## src/rtl/scale_mem_ctrl.sv

```systemverilog
// -----------------------------------------------------------------------------
// scale_mem_ctrl
//   Memory sequencer for the image path. Executes single-pixel reads/writes and
//   whole-frame scaling passes (1:1 copy, 2x zoom, 2x decimation, 2x2 average)
//   from a source image in the read RAM to a centred window of the destination
//   framebuffer in the write RAM.
//
// Ports
//   i_clock       system clock, rising edge
//   i_reset_n     synchronous active-low reset
//   i_start       command strobe, accepted only while idle
//   i_operation   001 RD, 010 WR, 011 ZOOM2, 100 DEC2, 101 AVG2, 110 COPY
//   i_abort       terminate the current command
//   i_addr_in     address for RD/WR
//   i_data_in     write data for WR
//   o_rd_addr     read RAM address (registered)
//   i_rd_data     read RAM data, valid RD_LAT cycles after o_rd_addr
//   o_wr_addr     write RAM address (registered)
//   o_wr_data     write RAM data (registered)
//   o_wr_en       write strobe, one cycle per pixel
//   o_data_out    result of the last RD
//   o_busy        command in progress
//   o_done        one-cycle completion pulse
//   o_err         with o_done: reserved opcode or abort
//   o_pix_count   pixels written by the current/last command
//   o_state_dbg   FSM state code
// -----------------------------------------------------------------------------
module scale_mem_ctrl #(
    parameter int unsigned ADDR_W   = 17,
    parameter int unsigned DATA_W   = 8,
    parameter int unsigned SRC_W    = 160,
    parameter int unsigned SRC_H    = 120,
    parameter int unsigned DST_W    = 320,
    parameter int unsigned DST_H    = 240,
    parameter int unsigned SRC_BASE = 0,
    parameter int unsigned DST_BASE = 0,
    parameter int unsigned RD_LAT   = 2
) (
    input  logic              i_clock,
    input  logic              i_reset_n,
    input  logic              i_start,
    input  logic [2:0]        i_operation,
    input  logic              i_abort,
    input  logic [ADDR_W-1:0] i_addr_in,
    input  logic [DATA_W-1:0] i_data_in,
    output logic [ADDR_W-1:0] o_rd_addr,
    input  logic [DATA_W-1:0] i_rd_data,
    output logic [ADDR_W-1:0] o_wr_addr,
    output logic [DATA_W-1:0] o_wr_data,
    output logic              o_wr_en,
    output logic [DATA_W-1:0] o_data_out,
    output logic              o_busy,
    output logic              o_done,
    output logic              o_err,
    output logic [ADDR_W-1:0] o_pix_count,
    output logic [2:0]        o_state_dbg
);

    localparam logic [2:0] OP_RD    = 3'b001;
    localparam logic [2:0] OP_WR    = 3'b010;
    localparam logic [2:0] OP_ZOOM2 = 3'b011;
    localparam logic [2:0] OP_DEC2  = 3'b100;
    localparam logic [2:0] OP_AVG2  = 3'b101;
    localparam logic [2:0] OP_COPY  = 3'b110;

    localparam logic [2:0] S_IDLE    = 3'd0;
    localparam logic [2:0] S_SGL_RD  = 3'd1;
    localparam logic [2:0] S_SGL_WR  = 3'd2;
    localparam logic [2:0] S_PX_RD   = 3'd3;
    localparam logic [2:0] S_PX_WAIT = 3'd4;
    localparam logic [2:0] S_PX_WR   = 3'd5;
    localparam logic [2:0] S_DONE    = 3'd6;

    // Coordinate, latency-counter and accumulator widths
    localparam int unsigned CW = $clog2((DST_W > DST_H) ? DST_W : DST_H) + 1;
    localparam int unsigned WW = $clog2(RD_LAT + 1) + 1;
    localparam int unsigned AW = DATA_W + 2;

    function automatic logic [31:0] f_out_w(input logic [2:0] op);
        case (op)
            OP_ZOOM2:         return 2 * SRC_W;
            OP_DEC2, OP_AVG2: return SRC_W / 2;
            default:          return SRC_W;
        endcase
    endfunction

    function automatic logic [31:0] f_out_h(input logic [2:0] op);
        case (op)
            OP_ZOOM2:         return 2 * SRC_H;
            OP_DEC2, OP_AVG2: return SRC_H / 2;
            default:          return SRC_H;
        endcase
    endfunction

    // Source address of tap k for output pixel (ox, oy), full precision then truncated
    function automatic logic [ADDR_W-1:0] f_src_addr(input logic [2:0]    op,
                                                     input logic [CW-1:0] ox,
                                                     input logic [CW-1:0] oy,
                                                     input logic [1:0]    tap);
        logic [31:0] x;
        logic [31:0] y;
        logic [31:0] sx;
        logic [31:0] sy;
        x  = 32'(ox);
        y  = 32'(oy);
        sx = x;
        sy = y;
        case (op)
            OP_ZOOM2: begin
                sx = x >> 1;
                sy = y >> 1;
            end
            OP_DEC2: begin
                sx = x << 1;
                sy = y << 1;
            end
            OP_AVG2: begin
                sx = (x << 1) + 32'(tap[0]);
                sy = (y << 1) + 32'(tap[1]);
            end
            default: ;
        endcase
        return ADDR_W'(SRC_BASE + sy * SRC_W + sx);
    endfunction

    // Destination address: output window is centred in the destination frame
    function automatic logic [ADDR_W-1:0] f_dst_addr(input logic [2:0]    op,
                                                     input logic [CW-1:0] ox,
                                                     input logic [CW-1:0] oy);
        logic [31:0] offx;
        logic [31:0] offy;
        offx = (DST_W - f_out_w(op)) / 2;
        offy = (DST_H - f_out_h(op)) / 2;
        return ADDR_W'(DST_BASE + (32'(oy) + offy) * DST_W + 32'(ox) + offx);
    endfunction

    logic [2:0]        r_state;
    logic [2:0]        r_op;
    logic [CW-1:0]     r_ox;
    logic [CW-1:0]     r_oy;
    logic [1:0]        r_tap;
    logic [WW-1:0]     r_wait;
    logic [AW-1:0]     r_acc;
    logic [ADDR_W-1:0] r_rd_addr;
    logic [ADDR_W-1:0] r_wr_addr;
    logic [DATA_W-1:0] r_wr_data;
    logic              r_wr_en;
    logic [DATA_W-1:0] r_data_out;
    logic              r_busy;
    logic              r_done;
    logic              r_err;
    logic [ADDR_W-1:0] r_pix_count;

    logic [1:0]        w_tap_last;
    logic [CW-1:0]     w_last_x;
    logic [CW-1:0]     w_last_y;
    logic [CW-1:0]     w_next_x;
    logic [CW-1:0]     w_next_y;
    logic [AW-1:0]     w_acc_sum;
    logic [DATA_W-1:0] w_pix;

    always_comb begin
        w_tap_last = (r_op == OP_AVG2) ? 2'd3 : 2'd0;
        w_last_x   = CW'(f_out_w(r_op) - 32'd1);
        w_last_y   = CW'(f_out_h(r_op) - 32'd1);
        // Tap 0 starts a fresh sum so no separate clear cycle is needed
        w_acc_sum  = ((r_tap == 2'd0) ? '0 : r_acc) + AW'(i_rd_data);
        w_pix      = (r_op == OP_AVG2) ? w_acc_sum[DATA_W+1:2] : w_acc_sum[DATA_W-1:0];
        if (r_ox == w_last_x) begin
            w_next_x = '0;
            w_next_y = r_oy + 1'b1;
        end else begin
            w_next_x = r_ox + 1'b1;
            w_next_y = r_oy;
        end
    end

    always_ff @(posedge i_clock) begin
        if (!i_reset_n) begin
            r_state     <= S_IDLE;
            r_op        <= '0;
            r_ox        <= '0;
            r_oy        <= '0;
            r_tap       <= '0;
            r_wait      <= '0;
            r_acc       <= '0;
            r_rd_addr   <= '0;
            r_wr_addr   <= '0;
            r_wr_data   <= '0;
            r_wr_en     <= 1'b0;
            r_data_out  <= '0;
            r_busy      <= 1'b0;
            r_done      <= 1'b0;
            r_err       <= 1'b0;
            r_pix_count <= '0;
        end else begin
            r_wr_en <= 1'b0;
            // A write presented this cycle lands at this edge even if abort is also set
            if (r_state == S_PX_WR || r_state == S_SGL_WR) begin
                r_pix_count <= r_pix_count + 1'b1;
            end
            if (i_abort && r_busy) begin
                r_state <= S_DONE;
                r_done  <= 1'b1;
                r_err   <= 1'b1;
                r_busy  <= 1'b0;
            end else begin
                case (r_state)
                    S_IDLE: begin
                        if (i_start && !i_abort) begin
                            r_op        <= i_operation;
                            r_pix_count <= '0;
                            r_ox        <= '0;
                            r_oy        <= '0;
                            r_tap       <= '0;
                            r_wait      <= '0;
                            case (i_operation)
                                OP_RD: begin
                                    r_busy    <= 1'b1;
                                    r_rd_addr <= i_addr_in;
                                    r_state   <= S_SGL_RD;
                                end
                                OP_WR: begin
                                    r_busy    <= 1'b1;
                                    r_wr_addr <= i_addr_in;
                                    r_wr_data <= i_data_in;
                                    r_wr_en   <= 1'b1;
                                    r_state   <= S_SGL_WR;
                                end
                                OP_ZOOM2, OP_DEC2, OP_AVG2, OP_COPY: begin
                                    r_busy    <= 1'b1;
                                    r_rd_addr <= f_src_addr(i_operation, '0, '0, 2'd0);
                                    r_state   <= S_PX_RD;
                                end
                                default: begin
                                    r_state <= S_DONE;
                                    r_done  <= 1'b1;
                                    r_err   <= 1'b1;
                                end
                            endcase
                        end
                    end
                    S_SGL_RD: begin
                        // Address cycle plus RD_LAT wait cycles, sample on the last
                        if (r_wait == WW'(RD_LAT)) begin
                            r_data_out <= i_rd_data;
                            r_state    <= S_DONE;
                            r_done     <= 1'b1;
                            r_err      <= 1'b0;
                            r_busy     <= 1'b0;
                        end else begin
                            r_wait <= r_wait + 1'b1;
                        end
                    end
                    S_SGL_WR: begin
                        r_state <= S_DONE;
                        r_done  <= 1'b1;
                        r_err   <= 1'b0;
                        r_busy  <= 1'b0;
                    end
                    S_PX_RD: begin
                        r_wait  <= WW'(1);
                        r_state <= S_PX_WAIT;
                    end
                    S_PX_WAIT: begin
                        if (r_wait == WW'(RD_LAT)) begin
                            r_acc <= w_acc_sum;
                            if (r_tap == w_tap_last) begin
                                r_wr_en   <= 1'b1;
                                r_wr_addr <= f_dst_addr(r_op, r_ox, r_oy);
                                r_wr_data <= w_pix;
                                r_state   <= S_PX_WR;
                            end else begin
                                r_tap     <= r_tap + 2'd1;
                                r_rd_addr <= f_src_addr(r_op, r_ox, r_oy, r_tap + 2'd1);
                                r_state   <= S_PX_RD;
                            end
                        end else begin
                            r_wait <= r_wait + 1'b1;
                        end
                    end
                    S_PX_WR: begin
                        if (r_ox == w_last_x && r_oy == w_last_y) begin
                            r_state <= S_DONE;
                            r_done  <= 1'b1;
                            r_err   <= 1'b0;
                            r_busy  <= 1'b0;
                        end else begin
                            r_ox      <= w_next_x;
                            r_oy      <= w_next_y;
                            r_tap     <= 2'd0;
                            r_rd_addr <= f_src_addr(r_op, w_next_x, w_next_y, 2'd0);
                            r_state   <= S_PX_RD;
                        end
                    end
                    S_DONE: begin
                        r_state <= S_IDLE;
                        r_done  <= 1'b0;
                        r_err   <= 1'b0;
                    end
                    default: begin
                        r_state <= S_IDLE;
                    end
                endcase
            end
        end
    end

    assign o_rd_addr   = r_rd_addr;
    assign o_wr_addr   = r_wr_addr;
    assign o_wr_data   = r_wr_data;
    assign o_wr_en     = r_wr_en;
    assign o_data_out  = r_data_out;
    assign o_busy      = r_busy;
    assign o_done      = r_done;
    assign o_err       = r_err;
    assign o_pix_count = r_pix_count;
    assign o_state_dbg = r_state;

endmodule

```

## config.mk

```make
export PLATFORM = sky130hd
export DESIGN_NAME = scale_mem_ctrl
export DESIGN_NICKNAME = d
export VERILOG_FILES = /design/src/rtl/scale_mem_ctrl.sv
export SDC_FILE = /design/constraint.sdc
export NUM_CORES = 1
export LEC_CHECK = 0
export CORE_ASPECT_RATIO = 0.7
export CORE_MARGIN = 4
export CORE_UTILIZATION = 52
export CTS_CLUSTER_SIZE = 12
export DETAILED_ROUTE_END_ITERATION = 6
export PLACE_DENSITY = 0.78
export SYNTH_ARGS = -nofsm -noshare
export SYNTH_HDL_FRONTEND = slang
export SYNTH_SLANG_ARGS = --single-unit
```

## constraint.sdc

```tcl
create_clock -name i_clock -period 5.8 [get_ports i_clock]
set_clock_uncertainty 0.05 [all_clocks]
set_input_delay 1.16 -clock i_clock [delete_from_list [all_inputs] [get_ports i_clock]]
set_output_delay 1.16 -clock i_clock [all_outputs]
set_load 0.02 [all_outputs]
```

==> results.py <==
metrics = {
    "timing": {
        "finalSetupViolations": 0,
        "fin_setup_tns_ps": 0,
        "hold_slack_ps": 410,
        "period_minus_slack_ps": 5720,
        "max_freq_mhz": 175,
        "min_period_over_period": 0.987,
        "layout_setup_ws_ps": 75.2,
        "rsz0062_at_grt": "true",
        "hold_viol": 0,
        "report.final.slew_viol_count": 0,
        "max-slew-margin-rel": 0.260,
        "worst_pin_slew_ps": 1100,
    },
    "power": {
        "peakVddDrop_uv": 240,
        "power-per-cell-area_nw_per_um2": 267,
        "leakage_nw": 4.86,
        "finalPower_mw": 3.14,
    },
    "floorplanning": {
        "coreArea_um2": 18400,
        "die_y_um": 124,
        "fp-row-count": 41,
        "die_area_um2": 21400,
        "die_w_um": 173,
        "start_util": 0.541,
        "io_pins": 114,
    },
    "logic_synthesis": {
        "yosysTopAreaCell": "dfxtp_1",
        "synth_edf_count": 0,
        "syn_area_um2": 9930,
        "synthTopCellsByArea": "dfxtp_1 23%, ha_1 14%, a21oi_1 5.4%, nand2_1 5.3%, nor2_1 4.5%",
        "async_reset_ff_frac": 0,
        "synth_ff_type": "dfxtp_1",
        "synth_seq_cells": 112,
        "synth_cells": 1300,
        "ys_types": 71,
        "avgSynthCellArea_um2": 7.64,
        "yosysSeqAreaShare": 0.226,
        "synth_top_cell_area_share": 0.226,
        "synth_most_common_cell": "nand2_1",
        "synth_common_cells": "139 x nand2_1, 118 x nor2_1, 113 x ha_1",
        "syn-num-nets": 1465,
        "ys_warn_count": 0,
    },
    "placement": {
        "dp_slack_ps": -72.8,
        "place_congestion": 0.951,
        "dp_hpwl_mm": 23.4,
        "io_buffers": 113,
    },
    "cts": {
        "clk_latency_ps": 360,
        "cts-hold-fix-buffers": 0,
        "htreeDepth": 3,
        "tritoncts": "built",
        "root_buffer": "clkbuf_16",
        "tritoncts.num_buffers": 9,
        "cts_buffer_depth": 2,
        "clk_pin_slew_ps": 90,
        "clkSinkCount": 112,
    },
    "global_routing": {
        "grt_usage": 0.285,
        "grt_max_degree": 64,
        "gr-usage-met3": 0.0795,
        "grt_pass1_wl_mm": 49.8,
        "antenna_found_initial": 0,
        "busiest_layer": "met1",
        "grt_pass1_vias": 9388,
        "grt-ovfl-total": 0,
        "met2_usage": 0.408,
        "met1_usage": 0.426,
    },
    "setup_path": {
        "required_ps": 5980,
        "critPathMaxFanout": 8,
        "crit_chain": "and3b_2 > inv_2 > ha_4 > xor2_1 > or4_4 > nor4b_4 > nand4_1 > xor2_2 > o22ai_1 > nand2_1 > o21ai_2 > ha_4 > ha_4 > fa_2 > a211oi_2 > nor2_2 > or4_4 > nor4_4 > xor2_1 > nor2_1 > a221oi_2 > a211oi_1",
        "cpMostUsedCell": "ha_4",
        "cp-start-kind": "register",
        "critPathKind": "reg2reg",
        "cp-end-kind": "register",
        "cp_data_arrival_time_ps": 5900,
        "slowest_delay_ps": 580,
        "crit_slowest_cell": "nor4b_4",
    },
    "route": {
        "detail-route-antenna-nets": 0,
        "drt_iter0_drc": 1064,
        "detail_route.first_pass.iterations": 6,
        "vias": 10100,
        "routed_wirelength_mm": 31.4,
        "drt-wirelength-per-cell_um": 19.4,
        "drc": 0,
        "via_per_inst": 6.26,
    },
    "layout": {
        "area_delta_synth_final_pct": 18.4,
        "finalNetCount": 1544,
        "layout-drive-gt1-share": 0.0737,
        "diodes": 0,
        "nFillCells": 1609,
        "post-route-util": 0.640,
    },
    "outcome": {
        "status": "completed",
    },
    "hold_path": {
        "holdCritPathClass": "reg2reg",
    },
    "flow_run": {
        "maxCapViolCount": 0,
    },
}
logic make-up after synthesis:
group,share of synthesized area
compound gates,0.247
xor+xnor,0.0785
fa+ha+maj,0.167
mux,0.0141
flops,0.226
buf+inv,0.0531
simple gates,0.215
metal layers:
layer | routed length (um) | share of wire
met1 | 14600 | 0.47
met2 | 12500 | 0.40
met3 | 3800 | 0.12
met4 | 446 | 0.014
met5 | 0 | 0
final cells by class:
cell class,instances,area (um2),area share
flip-flops and latches,112,2250,0.191
repair buffers,147,1390,0.118
multi-input cells,1056,7320,0.623
clock inverters,7,75.1,0.00639
clock buffers,9,225,0.0192
inverters,53,199,0.0169
well taps,236,295,0.0251
timing repair:
action / 4_1_cts / 5_1_grt
cloned: 0 / 0
buffers inserted: 0 / 9
setup endpoints to repair: 1 / 6
gates resized for setup: 1 / 31
pin swaps: 1 / 12
worst paths after layout:
path	startpoint	endpoint	slack [ps]	cells after the start
max	r_op[2]	o_rd_addr[14]	80	22
min	r_acc[3]	r_acc[3]	410	2
max reg2reg	r_op[2]	o_rd_addr[14]	80	22
min reg2reg	r_acc[3]	r_acc[3]	410	2
power by group:
part	internal (mW)	leakage, nW	switching [mW]	total [mW]
sequential	0.904	0.910	0.136	1.04
clock	0.307	0.148	0.338	0.645
combinational	0.567	3.80	0.885	1.45
total	1.78	4.86	1.36	3.14
critical path, delay by kind of cell (launching register included):
| family | cells | cell delay, ps |
|---|---|---|
| buffers and inverters | 1 | 60 |
| and+or+nand+nor | 9 | 2650 |
| xor gates and xnor gates | 3 | 550 |
| AOI/OAI and AO/OA | 5 | 940 |
| adders and majority gates | 4 | 980 |
| DFF | 1 | 360 |
cell usage in the layout, fill, tap and decap left out, types with 10 or more instances in the layout:
cell type	Yosys	final
xnor2_1	50	48
nor3_1	38	37
a311oi_1	12	12
buf_4	2	33
a211oi_1	26	24
nor2b_1	17	16
or3_1	27	27
inv_1	51	49
fa_1	12	11
clkdlybuf4s50_1	0	113
o211ai_1	15	15
a21o_1	22	22
and3_1	16	16
ha_1	113	109
nand2b_1	11	11
a31oi_1	12	12
a22oi_1	19	19
dfxtp_1	112	109
nand3_1	30	29
xor2_1	39	36
nand2_1	139	137
mux2i_1	14	14
nor2_1	118	117
o21ai_0	87	83
o22ai_1	11	11
o21a_1	10	10
a21oi_1	108	107
nand4_1	13	13
a221oi_1	15	14
sequential cells by signal, indices dropped and copies added, names as in the netlist, 8 cells and up:
signal / cells
o_wr_data: 8
r_oy: 10
o_wr_addr: 17
o_pix_count: 17
o_rd_addr: 17
o_data_out: 8
r_ox: 10
r_acc: 10
stage by stage:
step | cells | area [um2]
3_3_place_gp | 1595 | 11200
5_1_grt | 1620 | 11800
2_1_floorplan | 1300 | 9960
6_report | 1620 | 11800
4_1_cts | 1611 | 11600
3_5_place_dp | 1595 | 11200
Power figures use the tool's default switching activity.
==> RTL change 1: new RTL, same settings <==
Register the output `o_err` once more; this adds one clock of latency there. The other outputs are not delayed to match.
--- a/src/rtl/scale_mem_ctrl.sv
+++ b/src/rtl/scale_mem_ctrl.sv
@@ -313,7 +313,9 @@
     assign o_data_out  = r_data_out;
     assign o_busy      = r_busy;
     assign o_done      = r_done;
-    assign o_err       = r_err;
+    always_ff @(posedge i_clock) begin
+        o_err <= r_err;
+    end
     assign o_pix_count = r_pix_count;
     assign o_state_dbg = r_state;
 
Formal check against the unedited RTL: not equivalent (a bounded check fails within 4 cycles, from zero or initial values and one cycle with i_reset_n low).
==> RTL change 1 against the original RTL <==
Setup slack gained 100 ps. Synthesized area is essentially flat. Utilization grew 2.1 points. Critical path type unchanged. Sequential cell count grew 1. Sequential share of layout area shrank 0.44 points. Combinational power shrank 25%. Routed wire length shrank 0.45%. Cell area grew 3.3%. Power grew 3.8%.
==> RTL change 1: results (changes against the original RTL) <==
- Status: finished, final reports clean
- Final setup vio count: 0 (unchanged)
- Startpoint Class: flop
- Syn nets: 1454 (-0.75%)
- Period utilization: 96.90% (-1.8 points)
- Peak supply drop: 0.0003068 V (+28%)
- First DRT Iteration DRCs: 1297 (+22%)
- Post-synthesis sequential area ratio: 22.77% (+0.18 points)
- Number of inserted diodes: 0 (unchanged)
- Vias in the first global route: 9060 (-3.5%)
- Synth cell count leaders: nor2_1, nand2_1, dfxtp_1, ha_1, a21oi_1
- Top cells by area, synth: dfxtp_1, ha_1, a21oi_1
- Worst path arrival time: 5870 ps (-30 ps)
- First-pass GRT wire length: 48000 µm (-3.5%)
- CP max stage delay: 480 ps (-100 ps)
- Netlist cell types: 84 (+18%)
- Detailed Route WL: 31260 µm (-0.45%)
- FFs w/ async S/R, synth: 0% (unchanged)
- Port Buffers: 113 (unchanged)
- Synth area leader: dfxtp_1
- CTS Buf Count: 17 (+8)
- R2R cell count: 25 (+14%)
- H-tree Lvls: 4 (+1)
- CTS Buffer Depth: 2 (unchanged)
- DRT Pass-1 Iters: 6 (unchanged)
- Clk root buf: clkbuf_16
- Worst Path Max Fanout: 5 (-3)
- Met3 wire length: 4192 µm (+10%)
- CP max-delay cell: or4_4
- Placed Area: 0.01126 mm² (about the same)
- Main synth FF type: dfxtp_1
- Nets: 1550 (+0.39%)
- Hold Crit Class: reg2reg
- Clk pin slew, worst setup/hold paths: 60 ps (-30 ps)
- Placement Setup Slack: 34.98 ps (+107.8 ps)
- Hpwl dp: 22790 µm (-2.4%)
- Largest net degree at the start of global routing: 61 (-4.7%)
- Delay-heaviest family, CP: simple AND/OR/NAND/NOR gates
- Share of layout cells above drive strength 1: 8.226% (+0.86 points)
- Crit path to: o_rd_addr[13]
- Tot GR Track Use: 27.57% (-0.94 points)
- Later-pin clock latency in the skew report: 420 ps (+60 ps)
- Initial antenna violation count: 0 (unchanged)
- Synth warn: 0 (unchanged)
- Met1 wire length: 14240 µm (-2.6%)
- Flop2flop setup slack: 180 ps (+100 ps)
- Top layer in use: met4
- Hold Path Depth: 0 (-2)
- Leakage: 0.005031 µW (+3.5%)
- GPL Wtd Cong: 0.9867 (+3.8%)
- Least-Margin Pin Slew: 1152 ps (+50.04 ps)
- Total number of vias: 10.20k (+0.60%)
- RR Startpoint: r_op[0]
- Met2 WL: 12430 µm (-0.85%)
[RTL change 1: cell type report]
type / instances / area, µm²
multi-input combinational: 1050 / 7303
fill: 1490 / 6216
sequential: 113 / 2270
timing repair buffer: 147 / 1390
clock buffer: 18 / 429.2
tap: 236 / 295.3
clock inverter: 14 / 250.2
inverter: 56 / 211.5
[RTL change 1: logic make-up after synthesis]
group	Yosys count	share of synthesized area (%)
AOI/OAI and AO/OA	369	24.07
xor gates and xnor gates	95	8.450
adders and majority gates	125	16.65
buffers and inverters	126	4.999
DFF	113	22.77
muxes	16	1.713
and+or+nand+nor	445	21.36
[RTL change 1: worst min-delay path by stage]
stage | startpoint | endpoint | slack, ps
after floorplan | r_err | o_err | 280
after global placement | r_err | o_err | 300
after detailed placement | r_err | o_err | 310
after CTS | r_err | o_err | 310
after global routing | r_err | o_err | 320
final | r_err | o_err | 320
[RTL change 1: what timing repair did]
item	in CTS	in global routing
gates resized for setup	3	25
setup endpoints to repair	1	6
endpoints found under the hold margin	0	0
buffers inserted	0	13
pin swaps	0	15
[RTL change 1: power by group]
part | internal, µW | total [µW] | switching, µW
clock | 814 | 1230 | 411
sequential | 852 | 937 | 85.0
combinational | 418 | 1090 | 674
total | 2080 | 3250 | 1170
[RTL change 1: layer usage]
| layer | vias up | global-route usage, % |
|---|---|---|
| met3 | 43 | 10.19 |
| met2 | 599 | 38.12 |
| met1 | 4726 | 40.71 |
| met5 | - | 0 |
| li1 | 4832 | - |
| met4 | 0 | 5.929 |
[RTL change 1: through the flow]
step,setup TNS (ps),utilization [%],std cells
floorplan,0,-,1289
global placement,0,61.30,1589
detailed placement,0,61.30,1589
CTS,0,65.06,1621
global route,-109.4,66.15,1634
finish,0,66.15,1634
==> RTL change 2: new RTL, config.mk and constraints unchanged <==
Made on the original files. Change the parameter `ADDR_W` from 17 to 19.
--- a/src/rtl/scale_mem_ctrl.sv
+++ b/src/rtl/scale_mem_ctrl.sv
@@ -26,7 +26,7 @@
 //   o_state_dbg   FSM state code
 // -----------------------------------------------------------------------------
 module scale_mem_ctrl #(
-    parameter int unsigned ADDR_W   = 17,
+    parameter int unsigned ADDR_W   = 19,
     parameter int unsigned DATA_W   = 8,
     parameter int unsigned SRC_W    = 160,
     parameter int unsigned SRC_H    = 120,
Interface: changed (resized i_addr_in, o_pix_count, o_rd_addr and o_wr_addr); port bits go from 114 to 122. The function was not compared with the original's and may differ.
==> RTL change 2 against the original RTL <==
Fmax increased by 2.2%. Cell area increased by 9.1%. Utilization increased by 0.61 points. Setup slack improved by 120 ps. Die area increased by 6.0%. Worst hold slack got worse by 9.8 ps. Power increased by 19%. Sequential cell count increased by 6. Synthesized area increased by 6.3%. Count of clock-buffer cells in the layout increased by 9. Routed wire length increased by 6.5%. Critical endpoint is now o_rd_addr[17]. Largest power group unchanged. Highest routed layer unchanged.
==> RTL change 2: results (changes against the original RTL) <==
- Status: finished, final reports clean
- First-pass GRT wire length: 53400 µm (+7.3%)
- Met2 Use GR: 41.23% (+0.41 points)
- Sw Share: 40.51% (-2.8 points)
- Syn_area_per_cell: 7.632 µm² (about the same)
- Port Buffers: 121 (+7.1%)
- Syn nets: 1560 (+6.5%)
- Met3 Usage GRT: 10.14% (+2.2 points)
- Tot GR Track Use: 28.93% (+0.42 points)
- Placed cell count: 1730 (+8.5%)
- Vias in the first global route: 10.09k (+7.5%)
- Met1 wire length: 15180 µm (+3.8%)
- Netlist cell types: 77 (+8.5%)
- Hpwl dp: 24790 µm (+6.1%)
- Fill cells: 1647 (+2.4%)
- Clk pin slew, worst setup/hold paths: 60 ps (-30 ps)
- CP max-delay cell: or4_1
- Leakage: 0.005399 µW (+11%)
- CP max stage delay: 530 ps (-50 ps)
- Total number of vias: 10.87k (+7.2%)
- Later-pin clock latency in the skew report: 430 ps (+70 ps)
- Worst Path Max Fanout: 7 (-1)
- Adder-Cell Fraction of Synth Area: 16.86% (+0.20 points)
- GPL Wtd Cong: 0.9987 (+5.1%)
- Grt met1 use: 41.94% (-0.70 points)
- Post-synthesis sequential area ratio: 22.38% (-0.20 points)
- Post-Synth XOR/XNOR Area: 8.511% (+0.66 points)
- Compound-cell area share of the yosys netlist: 24.08% (-0.63 points)
- Share of layout cells above drive strength 1: 7.415% (+0.045 points)
- Synth cell count leaders: nand2_1, nor2_1, ha_1
- Via density: 6.150 (-1.7%)
- WL/cell: 18.92 µm (-2.4%)
- Top cells by area, synth: dfxtp_1, ha_1, a21oi_1
## RTL change 2: cell count changes in the layout (fill, tap and decap cells not counted), sizes merged, moves of 7 or more
cell	before	now
inv	56	69
ha	113	123
or3	27	17
o22ai	11	20
nor2	118	126
o21a	10	2
nand3	30	43
clkdlybuf4s50	113	121
nand4	14	7
nand3b	1	8
nand2	139	146
clkbuf	9	18
xnor2	50	62
## RTL change 2: path summary, 6_finish.rpt
check	start	to	slack, ps	depth (start not counted)
setup / recovery	r_op[1]	o_rd_addr[17]	200	24
hold reg to reg	r_acc[0]	r_acc[0]	400	2
setup reg to reg	r_op[1]	o_rd_addr[17]	200	24
hold / removal	r_acc[0]	r_acc[0]	400	2
## RTL change 2: cell type report
cell class              count  share of cell area (%)
multi-input cells        1119                   60.46
flip-flops and latches    118                   18.43
repair buffers            160                   11.75
clock buffers              18                   3.345
well taps                 270                   2.633
inverters                  68                   2.009
clock inverters            14                   1.365
## RTL change 2: power by group through the flow
stage                     sequential [µW]  combinational, µW  clock [µW]
after CTS                            1060               1520        1110
after global routing                 1080               1680        1150
after floorplan                      1170                817           0
after detailed placement             1070               1500           0
final                                1070               1550        1110
after global placement               1070               1480           0
## RTL change 2: worst min-delay path, cell delays in order, from the launching register on
cell and delay (ps):
dfxtp_1 300, nand2_1 50, a21oi_1 50
## RTL change 2: timing repair
item | 4_1_cts | 5_1_grt
endpoints found under the setup margin | 0 | 14
hold buffers | 0 | 0
resized for setup | 0 | 29
buffers inserted | 0 | 5
## RTL change 2: stage by stage
stage          setup WS (ps)  instance area, µm²
3_3_place_gp           321.7               12080
6_report               199.0               12830
3_5_place_dp           69.78               12080
4_1_cts                43.46               12680
5_1_grt               -74.62               12830
2_1_floorplan          22.63               10560
